### config.mk
export PLATFORM = sky130hd
export DESIGN_NAME = poly_mult_sched
export DESIGN_NICKNAME = d
export VERILOG_FILES = /design/src/rtl/poly_mult_sched.sv
export SDC_FILE = /design/constraint.sdc
export NUM_CORES = 2
export LEC_CHECK = 0
export ABC_AREA = 1
export CAP_MARGIN = 5
export CORE_MARGIN = 2
export CORE_UTILIZATION = 40
export CTS_CLUSTER_SIZE = 10
export DETAILED_ROUTE_END_ITERATION = 12
export GPL_ROUTABILITY_DRIVEN = 1
export GPL_TIMING_DRIVEN = 0
export PLACE_DENSITY = 0.68
export SLEW_MARGIN = 10
export SYNTH_ARGS = -nofsm -noshare
export SYNTH_HDL_FRONTEND = slang
export SYNTH_SLANG_ARGS = --single-unit
### constraint.sdc
create_clock -name clk -period 5.8 [get_ports clk]
set_clock_uncertainty 0.1 [all_clocks]
set_input_delay 1.45 -clock clk [delete_from_list [all_inputs] [get_ports clk]]
set_output_delay 1.45 -clock clk [all_outputs]
set_load 0.01 [all_outputs]
### src/rtl/poly_mult_sched.sv
// rtl/poly_mult_sched.sv - slot-table builder, dummy-pair inserter and host arbiter for poly_mult
//
// Purpose: buffers host-loaded real locations. On go it builds a slot table
// padded towards MAX_WEIGHT with identical random dummy pairs, which cancel
// under XOR accumulation. It then starts the multiplier, answers its location
// lookups, and hands result reads back to the host once the product is done.
//
// Ports:
//   clk, rst                                  clock, async active-high reset
//   loc_wr_en/loc_wr_addr/loc_wr_data         host real-location writes (IDLE only)
//   weight, go                                real-location count, start pulse
//   busy, done, err                           status (err is sticky until next accepted go)
//   rd_req, rd_addr, rd_data                  host result read (IDLE only)
//   pm_start, pm_weight                       multiplier start pulse and slot count
//   pm_loc_addr, pm_loc_in                    multiplier slot lookup (combinational)
//   pm_valid                                  multiplier completion pulse
//   pm_rd_dout, pm_addr_result, pm_dout       multiplier result-memory port
module poly_mult_sched #(
  parameter int          MAX_WEIGHT     = 75,
  parameter int          N              = 17669,
  parameter int          M              = 15,
  parameter int          LOG_MAX_WEIGHT = 7,
  parameter int          RES_AW         = 8,
  parameter int          W_BY_X         = 128,
  parameter logic [15:0] SEED           = 16'hACE1
) (
  input  logic                      clk,
  input  logic                      rst,
  input  logic                      loc_wr_en,
  input  logic [LOG_MAX_WEIGHT-1:0] loc_wr_addr,
  input  logic [M-1:0]              loc_wr_data,
  input  logic [LOG_MAX_WEIGHT:0]   weight,
  input  logic                      go,
  output logic                      busy,
  output logic                      done,
  output logic                      err,
  input  logic                      rd_req,
  input  logic [RES_AW-1:0]         rd_addr,
  output logic [W_BY_X-1:0]         rd_data,
  output logic                      pm_start,
  output logic [LOG_MAX_WEIGHT:0]   pm_weight,
  input  logic [15:0]               pm_loc_addr,
  output logic [M-1:0]              pm_loc_in,
  input  logic                      pm_valid,
  output logic                      pm_rd_dout,
  output logic [RES_AW-1:0]         pm_addr_result,
  input  logic [W_BY_X-1:0]         pm_dout
);

  localparam int WW = LOG_MAX_WEIGHT + 1;

  typedef enum logic [2:0] {S_IDLE, S_BUILD, S_START, S_WAIT, S_DONE} state_t;

  state_t                    state_q;
  logic [15:0]               lfsr_q, lfsr_d;
  logic [WW-1:0]             total_q, real_left_q, pairs_left_q, slot_q, pm_weight_q;
  logic [LOG_MAX_WEIGHT-1:0] ridx_q;
  logic                      second_q;   // next BUILD cycle writes the second half of a pair
  logic [M-1:0]              dval_q;
  logic                      busy_q, done_q, err_q, pm_start_q;

  logic [M-1:0] loc_ram  [MAX_WEIGHT];
  logic [M-1:0] slot_ram [MAX_WEIGHT];

  logic [WW-1:0] pairs_w, total_w;
  logic          weight_bad, take_dummy;
  logic [M-1:0]  d_raw, dummy_loc, slot_wdata;

  assign weight_bad = (weight == '0) || (weight > WW'(MAX_WEIGHT));
  assign pairs_w    = (WW'(MAX_WEIGHT) - weight) >> 1;
  assign total_w    = weight + (pairs_w << 1);

  // Fibonacci LFSR, taps 16,14,13,11, shifting towards bit 0.
  assign lfsr_d = {lfsr_q[0] ^ lfsr_q[2] ^ lfsr_q[3] ^ lfsr_q[5], lfsr_q[15:1]};

  // A 15-bit value is below 2N, so a single conditional subtract lands in [0, N-1].
  assign d_raw     = M'(lfsr_q[14:0]);
  assign dummy_loc = (d_raw >= M'(N)) ? d_raw - M'(N) : d_raw;

  always_comb begin
    take_dummy = 1'b0;
    if (real_left_q == '0)       take_dummy = 1'b1;
    else if (pairs_left_q == '0) take_dummy = 1'b0;
    else                         take_dummy = lfsr_q[0];

    slot_wdata = loc_ram[ridx_q];
    if (second_q)        slot_wdata = dval_q;
    else if (take_dummy) slot_wdata = dummy_loc;
  end

  always_ff @(posedge clk or posedge rst) begin
    if (rst) begin
      state_q      <= S_IDLE;
      lfsr_q       <= SEED;
      total_q      <= '0;
      real_left_q  <= '0;
      pairs_left_q <= '0;
      slot_q       <= '0;
      ridx_q       <= '0;
      second_q     <= 1'b0;
      dval_q       <= '0;
      busy_q       <= 1'b0;
      done_q       <= 1'b0;
      err_q        <= 1'b0;
      pm_start_q   <= 1'b0;
      pm_weight_q  <= '0;
    end else begin
      done_q     <= 1'b0;
      pm_start_q <= 1'b0;
      case (state_q)
        S_IDLE: begin
          if (go) begin
            if (weight_bad) begin
              err_q <= 1'b1;
            end else begin
              err_q        <= 1'b0;
              busy_q       <= 1'b1;
              pairs_left_q <= pairs_w;
              total_q      <= total_w;
              real_left_q  <= weight;
              slot_q       <= '0;
              ridx_q       <= '0;
              second_q     <= 1'b0;
              state_q      <= S_BUILD;
            end
          end
        end
        S_BUILD: begin
          lfsr_q <= lfsr_d;
          slot_q <= slot_q + WW'(1);
          if (second_q) begin
            second_q <= 1'b0;
          end else if (take_dummy) begin
            second_q     <= 1'b1;
            dval_q       <= dummy_loc;
            pairs_left_q <= pairs_left_q - WW'(1);
          end else begin
            ridx_q      <= ridx_q + LOG_MAX_WEIGHT'(1);
            real_left_q <= real_left_q - WW'(1);
          end
          if (slot_q + WW'(1) == total_q) begin
            state_q     <= S_START;
            pm_start_q  <= 1'b1;
            pm_weight_q <= total_q;
          end
        end
        S_START: state_q <= S_WAIT;
        S_WAIT: begin
          if (pm_valid) begin
            state_q <= S_DONE;
            done_q  <= 1'b1;
            busy_q  <= 1'b0;
          end
        end
        S_DONE:  state_q <= S_IDLE;
        default: state_q <= S_IDLE;
      endcase
    end
  end

  // Table storage carries no reset; its contents are only meaningful after a BUILD.
  always_ff @(posedge clk) begin
    if (state_q == S_IDLE && loc_wr_en && loc_wr_addr < LOG_MAX_WEIGHT'(MAX_WEIGHT))
      loc_ram[loc_wr_addr] <= loc_wr_data;
    if (state_q == S_BUILD)
      slot_ram[slot_q[LOG_MAX_WEIGHT-1:0]] <= slot_wdata;
  end

  always_comb begin
    pm_loc_in = '0;
    if (pm_loc_addr < 16'(total_q))
      pm_loc_in = slot_ram[pm_loc_addr[LOG_MAX_WEIGHT-1:0]];
  end

  assign busy           = busy_q;
  assign done           = done_q;
  assign err            = err_q;
  assign pm_start       = pm_start_q;
  assign pm_weight      = pm_weight_q;
  assign pm_rd_dout     = rd_req && (state_q == S_IDLE) && !busy_q;
  assign pm_addr_result = rd_addr;
  assign rd_data        = pm_dout;

endmodule
# --- Word-level counts from Yosys, hierarchy flattened ---
# Memories as Yosys holds them, arrays and structs flattened.
# Cells that the tools add are included.
totals:
  memories: 2
  ramBits: 2250
  output_inout_bits: 164
  elab_cells: 111
  ff_bits: 86
classes:
  n_reduce_logical: 21
  bitwise: 5
  n_addsub: 7
  n_eq_ne: 11
  magnitude_cmp: 4
  n_mux: 47
memory_table:
  columns: ["name", "words", "word_bits", "rd", "rd_clocked_by_memory_dff", "write_ports", "line", "rtl"]
  rows:
  - ["loc_ram", 75, 15, 1, 0, 1, "62", "logic [M-1:0] loc_ram [MAX_WEIGHT];"]
  - ["slot_ram", 75, 15, 1, 0, 1, "63", "logic [M-1:0] slot_ram [MAX_WEIGHT];"]
op_table:
  columns: ["cell", "count"]
  rows:
  - ["2-to-1 mux 8 bit", 10]
  - ["2-to-1 mux 15 bit", 4]
  - ["case mux 8 bit (2 select lines)", 3]
  - ["2-to-1 mux 7 bit", 4]
  - ["zero test 8 bit", 3]
  - ["2-to-1 mux 1 bit", 18]
  - ["less-than comparator 16 x 8 -> 1 bit", 1]
  - ["subtractor 8 x 1 -> 8 bit (second input constant)", 2]
  - [">= comparator 15 bit (second input constant)", 1]
  - ["subtractor 15 bit (second input constant)", 1]
  - ["inequality test 2 bit (second input constant)", 7]
  - ["case mux 7 bit (2 select lines)", 1]
  - ["2-to-1 mux 3 bit", 4]
  - ["case mux 3 bit (4 select lines)", 1]
  - ["AND reduction 5 bit", 2]
  - ["AND reduction 3 bit", 3]
  - ["adder 8 x 1 -> 8 bit (second input constant)", 1]
  - ["adder 8 bit", 1]
  - ["equality test 8 bit", 1]
  - ["> comparator 8 x 7 -> 1 bit (second input constant)", 1]
  - ["AND reduction 4 bit", 2]
  - ["subtractor 7 x 8 -> 8 bit (first input constant)", 1]
  - ["adder 7 x 1 -> 7 bit (second input constant)", 1]
  - ["less-than comparator 7 bit (second input constant)", 1]
  - ["other kinds (11)", 21]

# --- Longest topological paths before layout ---
depth:
  depth_word: 6
  mapped_depth: 18

# --- Least setup slack after synthesis ---
# No wires, ideal clock.
synth_timing:
  path_kind: "flip-flop to flip-flop"
  start: "reg real_left_q[0]"
  end: "mem slot_ram[0][0], data pin"
  path_buffers: 1
  arrival_time_ps: 3613
  stages_incl_launch_ff: 14
  slack_ps: 1479
  required_time_ps: 5092
  cell_sequence: "dfrtp_1 inv_1 ha_1 inv_1 nor2_1 nand3_1 nor2_1 nand2_1 nand2_1 buf_2 nor2_4 inv_1 nand2_1 a21oi_1"
synth_via:
  elab_chain_cells: 4
synth_rtl:
  columns: ["element", "line", "rtl"]
  rows:
  - ["start: declaration", "56", "logic [WW-1:0] total_q, real_left_q, pairs_left_q, slot_q, pm_weight_q;"]
  - ["start signal: assignment", "120", "real_left_q <= weight;"]
  - ["start signal: assignment", "139", "real_left_q <= real_left_q - WW'(1);"]
  - ["zero test 8 bit", "82", "if (real_left_q == '0) take_dummy = 1'b1;"]
  - ["2-to-1 mux 1 bit", "82", null]
  - ["2-to-1 mux 15 bit", "88", "else if (take_dummy) slot_wdata = dummy_loc;"]
  - ["2-to-1 mux 15 bit", "87", "if (second_q) slot_wdata = dval_q;"]
  - ["via slot_wdata[0]", "67", "logic [M-1:0] d_raw, dummy_loc, slot_wdata;"]
  - ["end: declaration", "63", null]
# The timed path passes the listed nets, and every way through them passes these cells.

# --- Final worst setup path ---
layout_timing:
  start: "in pm_loc_addr[1]"
  end: "out pm_loc_in[2]"
layout_via:
  elab_chain_cells: 2
  word_cells_on_any_way: 3
layout_rtl:
  columns: ["element", "line", "rtl"]
  rows:
  - ["start: declaration", "42", "input logic [15:0] pm_loc_addr,"]
  - ["memory (75 x 15 bit) or less-than comparator 16 x 8 -> 1 bit (tied branches)", null, null]
  - ["2-to-1 mux 15 bit *", "171", "if (pm_loc_addr < 16'(total_q))"]
  - ["end: declaration", "43", "output logic [M-1:0] pm_loc_in,"]
# Mark *: on every way between the ends. The rest lies on a longest branch, timed or not.

==> flow_summary.ini <==
[outcome]
outcome = complete, but fails checks
violations = design-rule violations, negative setup slack

[logic_synthesis]
synth.mux.area_fraction = 0.000102
synth-simple-area-share = 0.175
synth_ff_type = edfxtp_1
synthCells = 8515
synth_top_family_by_area = simple AND/OR/NAND/NOR gates
synth-edff-count = 2250
ys_warn_count = 0
async_reset_ff_frac = 0.0360
synth_cell_types = 57
synth_fa_ha_area_frac = 0.00230
syn-cell-area_um2 = 98000
seq_area_frac_synth = 0.711
ys_seq_elements = 2334
syn_nets = 8721
synth-xor-area-share = 0.00268
syn-mean-instance-area_um2 = 11.5
synth_compound_area_frac = 0.0576

[setup_path]
max_stage_delay_ps = 550
cp_max_fo = 10
cp-end-kind = output pin
start_kind = input port
path_class = input port to output pin
worst_path_max_delay_cell = clkdlybuf4s50_1
critPathBufInv = 6
crit_family = buffers and inverters
crit_arrival_ps = 4250
rrSetupSlack_ps = 830
crit_required_ps = 4250
cp_cell_sequence = clkdlybuf4s50_1 -> buf_6 -> inv_6 -> buf_12 -> clkbuf_8 -> o21ai_0 -> nand3_2 -> nand3_1 -> nand3_1 -> nand3_2 -> a21oi_2 -> nor2_1 -> clkdlybuf4s50_1

[floorplanning]
ios = 352
placementRows = 181
die_area_um2 = 249000
fp.coreArea_um2 = 243000
die_x_um = 499
die_y_um = 499
initial_utilization = 0.402

[layout]
area_growth_pct = 18.1
final_cells = 12400
fin_area_um2 = 116000
fin_nets = 9343
drive_above_1_share = 0.146

[global_route]
grtUsageTotal = 0.296
antenna_found_initial = 14
first_global_vias = 69600
grt_max_degree = 76
grt_pass1_wl_um = 520000
met3_usage = 0.0717
met1_usage = 0.368
grt.busiest_layer = met2
grt_overflow = 0
met2_usage = 0.455

[timing]
setup-tns-final_ps = -4.61
fin_crit_ps = 5800
slew_viol_final = 0
period_share = 1.00
timing.final.ws_setup_ps = -4.61
setup_viol = 1
worst_pin_slew_ps = 1400
hold_viol_final = 0
max_slew_margin = 0.0686
fmax_mhz = 172
rsz0062_at_grt = yes

[cts]
clk_pin_slew_ps = 60
h-tree-depth = 5
cts_hold_repair.buffers = 0
cts_made_buffers = 285
cts_tree = built
clock_sinks = 2334
root_buffer = clkbuf_16
cts.path.max_buffers = 4
insertion_delay_ps = 940

[power_and_ir_drop]
switching_share = 0.349
powerDensity_nw_per_um2 = 436
switchingPower_w = 0.0176
p_total_w = 0.0504
p_clk_frac = 0.309
p_seq_frac = 0.415
combinationalPowerShare = 0.276
vdd_drop_max_mv = 0.449
p_int_w = 0.0328
power_leakage_nw = 41.5

[placed_design]
numPortBuffers = 212
globalplace.congestion = 0.998
dp.cells = 12000
dpl_cell_area_um2 = 107000
place_hpwl_um = 262000
pre_cts_ws_ps = -1470

[routing]
first_pass_iters = 11
drc_errors = 2
antenna_left = 0
finalWirelength_um = 379000
vias = 73600
wire_per_inst_um = 30.6
viasPerCell = 5.94
drt_iter0_drc = 11800

[hold_path]
hold_path_class = flop to flop

[run]
drv_cap = 0
## what timing repair did
item                                    4_1_cts  5_1_grt
pin swaps                                    10       16
resized for setup                           232       85
hold endpoints to repair                      0        0
endpoints found under the setup margin       15       12
cloned                                        0        1
setup buffers                                 2        0
## per-layer routing
layer	up-vias	routed length [µm]
met2	5653	168000
li1	30800	-
met5	-	143
met1	35900	132000
met3	1281	46300
met4	12	32400
## layout make-up
type	instances	area (µm²)
Multi-Input combinational cell	5186	24700
Inverter	356	1350
Clock inverter	14	134
Tap cell	3202	4010
Clock buffer	323	7420
Buffer	639	4020
Timing Repair Buffer	335	4360
Sequential cell	2334	69700
Antenna cell	6	15.0
Fill cell	21400	128000
## metrics by stage
stage | hold WS [ps] | util
CTS | 381 | 0.474
global route | 406 | 0.475
finish | 378 | 0.475
global placement | 362 | 0.428
floorplan | 349 | -
detailed placement | 366 | 0.440
## placed cells by master (no fill, tap or decap), drive strengths merged, types with 2 or more instances in the layout
cell	n
a211oi	10
a21bo	4
a21boi	7
a21oi	159
a221oi	2
a22oi	3
a311oi	5
a31oi	3
and3	2
buf	650
clkbuf	450
clkdlybuf4s15	4
clkdlybuf4s50	185
clkinv	16
dfrtp	76
dfstp	8
diode	6
dlygate4sd2	4
dlymetal6s2s	4
edfxtp	2250
ha	18
inv	353
nand2	1785
nand3	1135
nand4	21
nor2	1143
nor3	9
nor4	5
o211ai	103
o21a	6
o21ai	631
o221ai	3
o22ai	59
o2bb2ai	9
o31ai	7
or2	23
xnor2	5
xor2	25
## sequential cells by signal, indices dropped and copies added (netlist names)
signal        cells
loc_ram        1125
slot_ram       1125
lfsr_q           16
dval_q           15
pairs_left_q      8
real_left_q       8
slot_q            8
pm_weight         7
ridx_q            7
total_q           7
state_q           3
busy              1
done              1
err               1
pm_start          1
second_q          1
## tightest hold or removal path, stage by stage, from the launching register on
cell and delay (ps):
dfrtp_1 340, nand2_1 50, o21ai_0 60
## cells by family after synthesis
logic type,Yosys count
and+or+nand+nor,4123
adders and majority gates,18
DFF,2334
muxes,1
other,1
AOI/OAI and AO/OA,1013
xor gates and xnor gates,30
buffers and inverters,995
## power groups by stage
stage	sequential (W)	clock [W]	combinational, W
3_5_place_dp	0.0212	0	0.0132
3_3_place_gp	0.0218	0	0.0121
4_1_cts	0.0209	0.0155	0.0133
2_1_floorplan	0.0214	0	0.00608
6_report	0.0209	0.0155	0.0139
5_1_grt	0.0209	0.0161	0.0142
## Yosys cell counts (9+ instances only)
| master | count | share of area |
|---|---|---|
| a211oi_1 | 9 | 0.00069 |
| a21oi_1 | 159 | 0.0081 |
| buf_1 | 38 | 0.0015 |
| buf_2 | 256 | 0.013 |
| buf_4 | 193 | 0.015 |
| buf_6 | 28 | 0.0032 |
| clkbuf_1 | 123 | 0.0047 |
| dfrtp_1 | 76 | 0.019 |
| edfxtp_1 | 2250 | 0.69 |
| ha_1 | 18 | 0.0023 |
| inv_1 | 333 | 0.013 |
| inv_2 | 16 | 0.00061 |
| nand2_1 | 1779 | 0.068 |
| nand3_1 | 1133 | 0.058 |
| nand4_1 | 16 | 0.0010 |
| nor2_1 | 1133 | 0.043 |
| nor3_1 | 9 | 0.00046 |
| o211ai_1 | 103 | 0.0079 |
| o21ai_0 | 560 | 0.029 |
| o21ai_1 | 63 | 0.0032 |
| o22ai_1 | 59 | 0.0038 |
| o2bb2ai_1 | 9 | 0.00080 |
| or2_2 | 16 | 0.0010 |
| xor2_1 | 25 | 0.0022 |
## final timing paths
| path | to | startpoint | cells past startpoint |
|---|---|---|---|
| setup / recovery | pm_loc_in[2] | pm_loc_addr[1] | 13 |
| hold reg to reg | lfsr_q[3] | lfsr_q[4] | 2 |
| max in group asynchronous | lfsr_q[0] | rst | 3 |
| setup reg to reg | slot_ram[72][0] | ridx_q[0] | 14 |
| hold / removal | lfsr_q[3] | lfsr_q[4] | 2 |
| min in group asynchronous | lfsr_q[12] | rst | 2 |
Power figures use the tool's default switching activity.
